<file path="config.mk">
export PLATFORM = sky130hd
export DESIGN_NAME = bcd_updown_counter_flat
export DESIGN_NICKNAME = d
export VERILOG_FILES = /design/src/rtl/bcd_updown_counter_if.sv /design/src/rtl/bcd_updown_counter.sv /design/src/flat_wrapper.sv
export SDC_FILE = /design/constraint.sdc
export NUM_CORES = 1
export LEC_CHECK = 0
export ABC_AREA = 1
export BUFFER_PORTS_ARGS = -buffer_cell sky130_fd_sc_hd__buf_2
export CELL_PAD_IN_SITES_DETAIL_PLACEMENT = 2
export CELL_PAD_IN_SITES_GLOBAL_PLACEMENT = 2
export CORE_MARGIN = 8
export CORE_UTILIZATION = 31
export DETAILED_ROUTE_END_ITERATION = 12
export PLACE_DENSITY = 0.95
export SYNTH_ARGS = -nofsm -noshare
export SYNTH_HDL_FRONTEND = slang
export SYNTH_SLANG_ARGS = --single-unit
</file>
<file path="constraint.sdc">
create_clock -name i_clk -period 4.5 [get_ports i_clk]
set_clock_uncertainty 0.05 [all_clocks]
set_input_delay 0 -clock i_clk [delete_from_list [all_inputs] [get_ports i_clk]]
set_output_delay 0 -clock i_clk [all_outputs]
set_load 0.005 [all_outputs]
</file>
<file path="src/rtl/bcd_updown_counter_if.sv">
// Control and data bundle for bcd_updown_counter: count controls and load value in,
// packed BCD count, terminal count and load-error flag out.
interface bcd_updown_counter_if #(
    parameter int DIGITS = 4
);
    logic                i_en;
    logic                i_up_dn;
    logic                i_clear;
    logic                i_load;
    logic [4*DIGITS-1:0] i_load_val;
    logic [4*DIGITS-1:0] o_q;
    logic                o_tc;
    logic                o_load_err;

    modport master (
        output i_en, i_up_dn, i_clear, i_load, i_load_val,
        input  o_q, o_tc, o_load_err
    );

    modport slave (
        input  i_en, i_up_dn, i_clear, i_load, i_load_val,
        output o_q, o_tc, o_load_err
    );
endinterface

</file>
<file path="src/rtl/bcd_updown_counter.sv">
// Multi-decade packed-BCD up/down counter with clear, checked parallel load,
// wrap/saturate end handling and a cascadable terminal-count output.
module bcd_updown_digit (
    input  logic [3:0] i_d,
    input  logic [3:0] i_ld,
    input  logic       i_up,
    input  logic       i_step,
    output logic [3:0] o_nxt,
    output logic       o_is9,
    output logic       o_is0,
    output logic       o_ld_ok
);
    assign o_is9   = (i_d == 4'd9);
    assign o_is0   = (i_d == 4'd0);
    assign o_ld_ok = (i_ld <= 4'd9);

    always_comb begin
        o_nxt = i_d;
        if (i_step) begin
            if (i_up) o_nxt = o_is9 ? 4'd0 : i_d + 4'd1;
            else      o_nxt = o_is0 ? 4'd9 : i_d - 4'd1;
        end
    end
endmodule

module bcd_updown_counter #(
    parameter int DIGITS = 4,
    parameter bit WRAP   = 1'b1
) (
    input  logic                  i_clk,
    input  logic                  i_rst,
    bcd_updown_counter_if.slave   bus
);
    localparam int W = 4 * DIGITS;

    logic [W-1:0]           r_q;
    logic                   r_load_err;
    logic [DIGITS:0]        w_lo9;
    logic [DIGITS:0]        w_lo0;
    logic [DIGITS-1:0]      w_is9;
    logic [DIGITS-1:0]      w_is0;
    logic [DIGITS-1:0]      w_ld_ok;
    logic [DIGITS-1:0]      w_step;
    logic [DIGITS-1:0][3:0] w_nxt;
    logic                   w_end;
    logic                   w_hold_end;

    // w_lo9[i]/w_lo0[i]: every digit below i is 9 / 0, i.e. carry/borrow into digit i
    assign w_lo9[0] = 1'b1;
    assign w_lo0[0] = 1'b1;

    genvar g;
    generate
        for (g = 0; g < DIGITS; g++) begin : g_digit
            assign w_lo9[g+1] = w_lo9[g] & w_is9[g];
            assign w_lo0[g+1] = w_lo0[g] & w_is0[g];
            assign w_step[g]  = bus.i_up_dn ? w_lo9[g] : w_lo0[g];

            bcd_updown_digit u_digit (
                .i_d     (r_q[4*g +: 4]),
                .i_ld    (bus.i_load_val[4*g +: 4]),
                .i_up    (bus.i_up_dn),
                .i_step  (w_step[g]),
                .o_nxt   (w_nxt[g]),
                .o_is9   (w_is9[g]),
                .o_is0   (w_is0[g]),
                .o_ld_ok (w_ld_ok[g])
            );
        end
    endgenerate

    // At the end of the range the digit chain naturally wraps; saturate mode just holds
    assign w_end      = bus.i_up_dn ? w_lo9[DIGITS] : w_lo0[DIGITS];
    assign w_hold_end = !WRAP && w_end;

    always_ff @(posedge i_clk or posedge i_rst) begin
        if (i_rst) begin
            r_q        <= '0;
            r_load_err <= 1'b0;
        end else begin
            r_load_err <= 1'b0;
            if (bus.i_clear) begin
                r_q <= '0;
            end else if (bus.i_load) begin
                if (&w_ld_ok) r_q        <= bus.i_load_val;
                else          r_load_err <= 1'b1;
            end else if (bus.i_en && !w_hold_end) begin
                r_q <= w_nxt;
            end
        end
    end

    assign bus.o_q        = r_q;
    assign bus.o_tc       = bus.i_en & w_end;
    assign bus.o_load_err = r_load_err;
endmodule

</file>
<file path="src/flat_wrapper.sv">
// flat-port wrapper written by rule: the top's interface ports become plain ports
module bcd_updown_counter_flat 
#(
    parameter int DIGITS = 4,
    parameter bit WRAP   = 1'b1
)
  (i_clk, i_rst, bus_i_en, bus_i_up_dn, bus_i_clear, bus_i_load, bus_i_load_val, bus_o_q, bus_o_tc, bus_o_load_err);
  bcd_updown_counter_if #(.DIGITS(DIGITS)) bus_i ();
  input  logic i_clk;
  input  logic i_rst;
  input wire logic [$bits(bus_i.i_en)-1:0] bus_i_en;
  input wire logic [$bits(bus_i.i_up_dn)-1:0] bus_i_up_dn;
  input wire logic [$bits(bus_i.i_clear)-1:0] bus_i_clear;
  input wire logic [$bits(bus_i.i_load)-1:0] bus_i_load;
  input wire logic [$bits(bus_i.i_load_val)-1:0] bus_i_load_val;
  output wire logic [$bits(bus_i.o_q)-1:0] bus_o_q;
  output wire logic [$bits(bus_i.o_tc)-1:0] bus_o_tc;
  output wire logic [$bits(bus_i.o_load_err)-1:0] bus_o_load_err;
  assign bus_i.i_en = bus_i_en;
  assign bus_i.i_up_dn = bus_i_up_dn;
  assign bus_i.i_clear = bus_i_clear;
  assign bus_i.i_load = bus_i_load;
  assign bus_i.i_load_val = bus_i_load_val;
  assign bus_o_q = bus_i.o_q;
  assign bus_o_tc = bus_i.o_tc;
  assign bus_o_load_err = bus_i.o_load_err;
  bcd_updown_counter #(.DIGITS(DIGITS), .WRAP(WRAP)) u_core (.i_clk(i_clk), .i_rst(i_rst), .bus(bus_i));
endmodule
</file>
==> impl_metrics.yaml, run 1 <==
detailed_routing:
  finalWirelength_mm: 7.71
  drtPass1Iterations: 4
  maxUsedRoutingLayer: "met4"
  drt_iter0_markers: 97
  route.detailed.vias_per_inst: 5.45
  route.detailed.wl_per_inst_um: 19.6
  drt_drc_violations_left: 0
  routed-wl-met3_um: 332
  detailroute.via_count: 2149
  met2_wirelength_mm: 3.85
  detail_route.wirelength.met1_mm: 3.37
  route.antenna.remaining_nets: 0
timing:
  slew_headroom_pct: 48.9
  setup-violations-final: 0
  finalHoldViolations: 0
  report.final.slew_viol_count: 0
  timing.final.crit_period_ns: 1.96
  fin_setup_tns_ns: 0
  clock.fmax_mhz: 510
  hold_ws_ns: 0.0339
  post-route-period-util_pct: 43.6
  setup_repair_after_global_routing_missed_its_margin: "false"
  worstMarginPinSlew_ns: 0.766
outcome:
  outcome: "complete, no violations"
critical_path:
  critical_path_peak_fanout: 6
  critical_path_buf_inv_count: 2
  timing.critical_path.max_delay_family: "simple AND/OR/NAND/NOR gates"
  worst_path_largest_cell_delay_ns: 0.45
  critPathRequiredTime_ns: 4.45
  slowest_stage: "sky130_fd_sc_hd__dfrtp_1"
  crit_path_end_kind: "output port"
  timing.critical_path.from_type: "flop"
  timing.critical_path.cells: "inv_1 > ha_1 > nand2_1 > nor2_2 > nand3_1 > nor2_1 > o211a_1 > buf_2"
  worst_ep_arrival_time_ns: 1.91
  critPathKind: "flop to output port"
clocking:
  clk-insertion-delay-late_ns: 0.26
  cts_htree_levels: 1
  path_clk_slew_ns: 0.08
  cts-buffers-inserted: 3
  numClockSinks: 17
  cts_tree: "built"
  cts_setup_buffers: 0
  cts.path.max_buffers: 2
  clockRootBuffer: "sky130_fd_sc_hd__clkbuf_8"
yosys:
  ys_top_cells_by_area: "sky130_fd_sc_hd__dfrtp_1 (23%), sky130_fd_sc_hd__nand2_1 (15%), sky130_fd_sc_hd__nand3_1 (11%)"
  syn_area_per_cell_um2: 6.42
  yosysWarningCount: 0
  synth-seq-cells: 17
  synth.top_cell.area_share_pct: 23.5
  yosysSeqAreaShare_pct: 23.5
  synth_top_area_cell: "sky130_fd_sc_hd__dfrtp_1"
  synth_area_um2: 1810
  synthesis.nets: 318
  synthCells: 282
  synthDistinctLibCells: 32
floorplan:
  floorplan.initialDensity_pct: 31.3
  die_ht_um: 92.5
  chipWidth_um: 92.5
  rows: 28
  floorplan.io_pins: 40
  core_area_um2: 5780
  floorplan.die_area_um2: 8550
pwr:
  power_leakage_nw: 1.09
  power_consumption_mw: 0.649
  power.ir.vdd_worst_mv: 0.134
  powerDensity_nw_per_um2: 308
flow_run:
  max_cap_violations: 0
placement:
  numPortBuffers: 39
  place.detailed.instances: 389
  post-dp-hpwl_mm: 5.94
  gpl.final_weighted_congestion: 0.822
cells_and_area:
  layout.nets: 356
  area_growth_syn_to_layout_pct: 16.3
  fin_cells: 394
  drive_above_1_share_pct: 19.1
  antenna_cells_inserted: 0
  nFillCells: 748
global_route:
  grt_start_max_net_pins: 18
  gr-total-overflow: 0
  grt_pass1_vias: 2414
  antenna_found_initial: 0
  grt_first_pass_wirelength_mm: 12.5
  overall_global_routing_resource_usage_pct: 18.3
worst_hold_path:
  hold_path.class: "input port to flop"
==> flip-flops by register name, summed over array words and instances (netlist names) <==
register / flops
u_core.bus.o_load_err: 1
u_core.bus.o_q: 16
==> routing by layer <==
metal	vias to the layer above	track usage, %
met3	15	3.48
met4	0	4.70
met1	1071	21.2
li1	1011	-
met5	-	0
met2	52	33.3
==> worst register-to-register path, delay by kind of cell, from the launching register on <==
kind                     cells  cell delay [ns]
AND/OR/NAND/NOR              5             0.81
AO/OA/AOI/OAI                1             0.09
buffers and inverters        1             0.14
flip-flops                   1             0.49
adder cells (fa/ha/maj)      1             0.26
==> synthesized netlist by cell type <==
cell / count
sky130_fd_sc_hd__nor2_4: 3
sky130_fd_sc_hd__or2_1: 1
sky130_fd_sc_hd__xnor2_1: 1
sky130_fd_sc_hd__nand2_8: 1
sky130_fd_sc_hd__buf_6: 2
sky130_fd_sc_hd__inv_1: 28
sky130_fd_sc_hd__buf_2: 3
sky130_fd_sc_hd__ha_1: 14
sky130_fd_sc_hd__nand3_2: 1
sky130_fd_sc_hd__nor3_2: 1
sky130_fd_sc_hd__o211a_1: 1
sky130_fd_sc_hd__clkbuf_1: 1
sky130_fd_sc_hd__o21ai_2: 1
sky130_fd_sc_hd__nand4_1: 8
sky130_fd_sc_hd__o2111ai_1: 1
sky130_fd_sc_hd__a21oi_1: 13
sky130_fd_sc_hd__or2_2: 3
sky130_fd_sc_hd__o21ai_0: 17
sky130_fd_sc_hd__a21boi_2: 1
sky130_fd_sc_hd__o22ai_1: 1
sky130_fd_sc_hd__buf_4: 1
sky130_fd_sc_hd__dfrtp_1: 17
sky130_fd_sc_hd__o21ai_1: 8
sky130_fd_sc_hd__a31oi_1: 1
sky130_fd_sc_hd__nand2_4: 1
sky130_fd_sc_hd__inv_2: 4
sky130_fd_sc_hd__nand2_1: 71
sky130_fd_sc_hd__nand3_1: 40
sky130_fd_sc_hd__nand2_2: 1
sky130_fd_sc_hd__nor2_2: 2
sky130_fd_sc_hd__o211ai_1: 5
sky130_fd_sc_hd__nor2_1: 29
==> metrics by stage <==
step | area, um^2 | setup slack (ns) | utilization (%)
finish | 2110 | 2.54 | 36.5
global route | 2110 | 2.37 | 36.5
CTS | 2110 | 2.55 | 36.5
detailed placement | 2050 | 2.61 | 35.5
global placement | 2050 | 2.76 | 35.5
floorplan | 1810 | 2.96 | -
==> final cells by class <==
cell class	count	area [um^2]	area share, %
Tap cell	75	93.8	4.45
Multi-Input combinational cell	226	1220	57.8
Sequential cell	17	425	20.2
Clock buffer	4	45.0	2.14
Timing Repair Buffer	40	205	9.74
Inverter	32	120	5.70
==> power breakdown <==
part           internal (mW)  switching [mW]
clock network         0.0632          0.0621
logic                  0.107           0.193
registers              0.175          0.0475
==> what timing repair did <==
action | 4_1_cts | 5_1_grt
hold buffers | 1 | 0
gates resized for setup | 0 | 0
endpoints found under the hold margin | 17 | 0
==> cell families after synthesis <==
kind of cell | count (synthesis) | share of synthesized area [%]
flip-flops | 17 | 23.5
AO/OA/AOI/OAI | 49 | 15.4
XOR/XNOR | 1 | 0.484
buffers and inverters | 39 | 9.32
AND/OR/NAND/NOR | 162 | 41.6
adder cells (fa/ha/maj) | 14 | 9.67
==> placed cells by master (no fill, tap or decap), types with 2 or more instances in the layout <==
master                      n
sky130_fd_sc_hd__a21oi_1   13
sky130_fd_sc_hd__buf_2     39
sky130_fd_sc_hd__clkbuf_8   3
sky130_fd_sc_hd__dfrtp_1   17
sky130_fd_sc_hd__ha_1      14
sky130_fd_sc_hd__inv_1     28
sky130_fd_sc_hd__inv_2      4
sky130_fd_sc_hd__nand2_1   71
sky130_fd_sc_hd__nand3_1   40
sky130_fd_sc_hd__nand4_1    8
sky130_fd_sc_hd__nor2_1    29
sky130_fd_sc_hd__nor2_2     2
sky130_fd_sc_hd__nor2_4     3
sky130_fd_sc_hd__o211ai_1   5
sky130_fd_sc_hd__o21ai_0   17
sky130_fd_sc_hd__o21ai_1    8
sky130_fd_sc_hd__or2_2      3
==> final timing paths <==
| kind | start | slack [ns] | cells past startpoint | to |
|---|---|---|---|---|
| setup / recovery | u_core.bus.o_q[1] | 2.54 | 8 | bus_o_tc |
| hold / removal | bus_i_load_val[6] | 0.03 | 5 | u_core.bus.o_q[6] |
| setup reg to reg | u_core.bus.o_q[4] | 2.58 | 8 | u_core.bus.o_q[8] |
| hold reg to reg | u_core.bus.o_q[2] | 0.56 | 2 | u_core.bus.o_q[2] |
| max in group asynchronous | i_rst | 3.55 | 3 | u_core.bus.o_q[4] |
| min in group asynchronous | i_rst | 0.37 | 3 | u_core.bus.o_q[13] |
(Power assumes the default switching activity.)
==> run 2: changes to the inputs <==
--- a/config.mk
+++ b/config.mk
@@ -5,14 +5,14 @@
 export SDC_FILE = /design/constraint.sdc
 export NUM_CORES = 1
 export LEC_CHECK = 0
-export ABC_AREA = 1
+export ABC_AREA = 0
 export BUFFER_PORTS_ARGS = -buffer_cell sky130_fd_sc_hd__buf_2
 export CELL_PAD_IN_SITES_DETAIL_PLACEMENT = 2
 export CELL_PAD_IN_SITES_GLOBAL_PLACEMENT = 2
 export CORE_MARGIN = 8
-export CORE_UTILIZATION = 31
+export CORE_UTILIZATION = 32
 export DETAILED_ROUTE_END_ITERATION = 12
-export PLACE_DENSITY = 0.95
+export PLACE_DENSITY = 0.92
 export SYNTH_ARGS = -nofsm -noshare
 export SYNTH_HDL_FRONTEND = slang
 export SYNTH_SLANG_ARGS = --single-unit
==> constraint.sdc (replaced) <==
create_clock -name i_clk -period 1.9 [get_ports i_clk]
set_clock_uncertainty 0.05 [all_clocks]
set_input_delay 0 -clock i_clk [delete_from_list [all_inputs] [get_ports i_clk]]
set_output_delay 0 -clock i_clk [all_outputs]
set_load 0.005 [all_outputs]
==> impl_metrics.yaml, run 2 <==
outcome:
  outcome: "finished with violations"
  violations: "negative setup slack"
critical_path:
  timing.critical_path.max_delay_family: "simple AND/OR/NAND/NOR gates"
  timing.critical_path.from_type: "flop"
  crit_path_end_kind: "flop"
  setup.reg_to_reg.worst_slack_ns: -0.26
  critical_path_buf_inv_count: 3
  critPathRequiredTime_ns: 2.00
  worst_ep_arrival_time_ns: 2.26
  worst_path_largest_cell_delay_ns: 0.45
  critical_path_peak_fanout: 3
  slowest_stage: "sky130_fd_sc_hd__dfrtp_2"
  timing.critical_path.cells: "inv_2 > ha_4 > nor4b_4 > nand2_2 > buf_6 > nor2_4 > o41ai_4 > buf_4 > mux2_4"
  critPathKind: "flop to flop"
cells_and_area:
  most_frequent_cells_in_the_layout: "sky130_fd_sc_hd__buf_4 (48), sky130_fd_sc_hd__buf_2 (39), sky130_fd_sc_hd__nand2_1 (17)"
  layout.nets: 342
  layout_commonest_cell: "sky130_fd_sc_hd__buf_4"
  area.sequential_um2: 428
  antenna_cells_inserted: 0
  nFillCells: 605
  area_of_combinational_cells_with_multiple_inputs_um2: 1440
  largest_reg_flops: 16
  final_core_utilization_pct: 49.0
  area_growth_syn_to_layout_pct: 47.4
  drive_above_1_share_pct: 47.5
  fin_cells: 377
pwr:
  power_leakage_nw: 1.28
  powerDensity_nw_per_um2: 715
  power.ir.vdd_worst_mv: 0.315
  power_consumption_mw: 1.94
detailed_routing:
  route.detailed.wl_per_inst_um: 26.8
  detailroute.via_count: 2192
  route.detailed.vias_per_inst: 5.81
  drtPass1Iterations: 4
  drt_iter0_markers: 58
  drt_drc_violations_left: 0
  finalWirelength_mm: 10.1
  route.antenna.remaining_nets: 0
floorplan:
  floorplan.die_area_um2: 8440
  floorplan.io_pins: 40
  die_ht_um: 91.9
  rows: 27
  chipWidth_um: 91.9
  core_area_um2: 5540
  floorplan.initialDensity_pct: 33.3
yosys:
  synth_compound_area_share_pct: 27.3
  synth-seq-cells: 17
  synth_mux_area_share_pct: 9.16
  main_combinational_cell_family_by_area_after_synthesis: "compound AO/OA/AOI/OAI gates"
  synthFlopType: "sky130_fd_sc_hd__dfrtp_1"
  synth_top_area_cell: "sky130_fd_sc_hd__dfrtp_1"
  commonest_cells_in_the_synthesized_netlist: "sky130_fd_sc_hd__nand2_1 (20), sky130_fd_sc_hd__dfrtp_1 (17), sky130_fd_sc_hd__inv_1 (17)"
  ys_top_cells_by_area: "sky130_fd_sc_hd__dfrtp_1 (23%), sky130_fd_sc_hd__ha_1 (9.5%), sky130_fd_sc_hd__mux2_2 (5.5%)"
  synthArstFlopShare_pct: 100
  yosysWarningCount: 0
  yosys.area_share.adder_pct: 9.50
  synth.top_cell.area_share_pct: 23.1
  synthCells: 220
  yosysSeqAreaShare_pct: 23.1
  syn_area_per_cell_um2: 8.38
  yosys.area_share.xor_xnor_pct: 1.43
  synth-simple-area-share_pct: 22.5
  synth_area_um2: 1840
  synthesis.nets: 256
  synth_edf_count: 0
  yosysMostFrequentCell: "sky130_fd_sc_hd__nand2_1"
  synthDistinctLibCells: 55
clocking:
  cts_htree_levels: 1
  path_clk_slew_ns: 0.09
  clk-insertion-delay-late_ns: 0.27
  cts_tree: "built"
  cts.path.max_buffers: 2
  clockRootBuffer: "sky130_fd_sc_hd__clkbuf_8"
  cts-buffers-inserted: 3
  numClockSinks: 17
placement:
  numPortBuffers: 39
  place.detailed.instances: 355
  gpl.final_weighted_congestion: 0.833
  post-dp-hpwl_mm: 5.65
global_route:
  gr-total-overflow: 0
  grt_pass1_vias: 2512
  antenna_found_initial: 0
  overall_global_routing_resource_usage_pct: 22.8
  grt_first_pass_wirelength_mm: 15.0
  grt_start_max_net_pins: 21
timing:
  clock.fmax_mhz: 462
  report.final.slew_viol_count: 0
  worstMarginPinSlew_ns: 0.791
  slew_headroom_pct: 47.2
  finalHoldViolations: 0
  layout_setup_ws_ns: -0.264
  post-route-period-util_pct: 114
  timing.final.crit_period_ns: 2.16
  setup-violations-final: 17
  setup_repair_after_global_routing_missed_its_margin: "true"
flow_run:
  max_cap_violations: 0
worst_hold_path:
  hold_path.class: "input port to flop"
==> run 2: metrics by stage <==
| step | setup TNS (ns) | worst slack, ns | hold WS (ns) | instance area, um^2 |
|---|---|---|---|---|
| 3_5_place_dp | -0.799 | -0.133 | 0.104 | 2370 |
| 6_report | -2.35 | -0.264 | 0.0521 | 2720 |
| 2_1_floorplan | -0.241 | -0.0329 | -0.124 | 1860 |
| 5_1_grt | -3.39 | -0.325 | 0.0861 | 2720 |
| 4_1_cts | -0.368 | -0.0823 | 0.0518 | 2590 |
| 3_3_place_gp | -0.120 | -0.0319 | 0.0762 | 2370 |
==> run 2: path summary, 6_finish.rpt <==
kind | to | cells past startpoint | startpoint
worst max-delay path | u_core.bus.o_q[12] | 9 | u_core.bus.o_q[0]
worst min-delay path | u_core.bus.o_q[4] | 3 | bus_i_load_val[4]
worst max register to register | u_core.bus.o_q[12] | 9 | u_core.bus.o_q[0]
worst min register to register | u_core.bus.o_q[5] | 3 | u_core.bus.o_q[5]
max in group asynchronous | u_core.bus.o_q[4] | 3 | i_rst
min in group asynchronous | u_core.bus.o_q[0] | 3 | i_rst
==> run 2: routing by layer <==
metal	routed length (um)	share of wire, %	global-route usage [%]
met2	5290	52	41.8
met1	4160	41	25.7
met5	0	0	0
met4	329	3.3	8.59
met3	324	3.2	3.34
==> run 2: timing repair <==
item | CTS | global route
endpoints found under the hold margin | 17 | 0
setup endpoints to repair | 9 | 17
buffers inserted | 8 | 12
pin swaps | 5 | 10
resized for setup | 28 | 19
hold buffers | 1 | 0
==> run 2: report_power, final <==
group	switching (mW)	internal [mW]	total [mW]	leakage, nW
Clock	0.160	0.150	0.310	0.0228
Sequential	0.0617	0.412	0.473	0.220
Combinational	0.611	0.547	1.16	1.04
==> run 2: kinds of logic (layout without fill, tap and decap cells) <==
family	Yosys count	after routing
DFF	17	17
xor gates and xnor gates	3	3
AOI/OAI and AO/OA	67	67
adders and majority gates	14	14
and+or+nand+nor	74	74
buffers and inverters	31	116
muxes	14	14
==> run 2: cell type report <==
| class | count | share of cell area [%] |
|---|---|---|
| Timing Repair Buffer | 95 | 24.0 |
| Inverter | 17 | 2.35 |
| Multi-Input combinational cell | 172 | 52.9 |
| Tap cell | 72 | 3.32 |
| Sequential cell | 17 | 15.8 |
| Clock buffer | 4 | 1.66 |
==> run 2: worst register-to-register path, cell delays in order, from the launching register on <==
cell and delay [ns]:
sky130_fd_sc_hd__dfrtp_2 0.45, sky130_fd_sc_hd__inv_2 0.10, sky130_fd_sc_hd__ha_4 0.14, sky130_fd_sc_hd__nor4b_4 0.31, sky130_fd_sc_hd__nand2_2 0.14, sky130_fd_sc_hd__buf_6 0.15, sky130_fd_sc_hd__nor2_4 0.16, sky130_fd_sc_hd__o41ai_4 0.08
sky130_fd_sc_hd__buf_4 0.17, sky130_fd_sc_hd__mux2_4 0.30
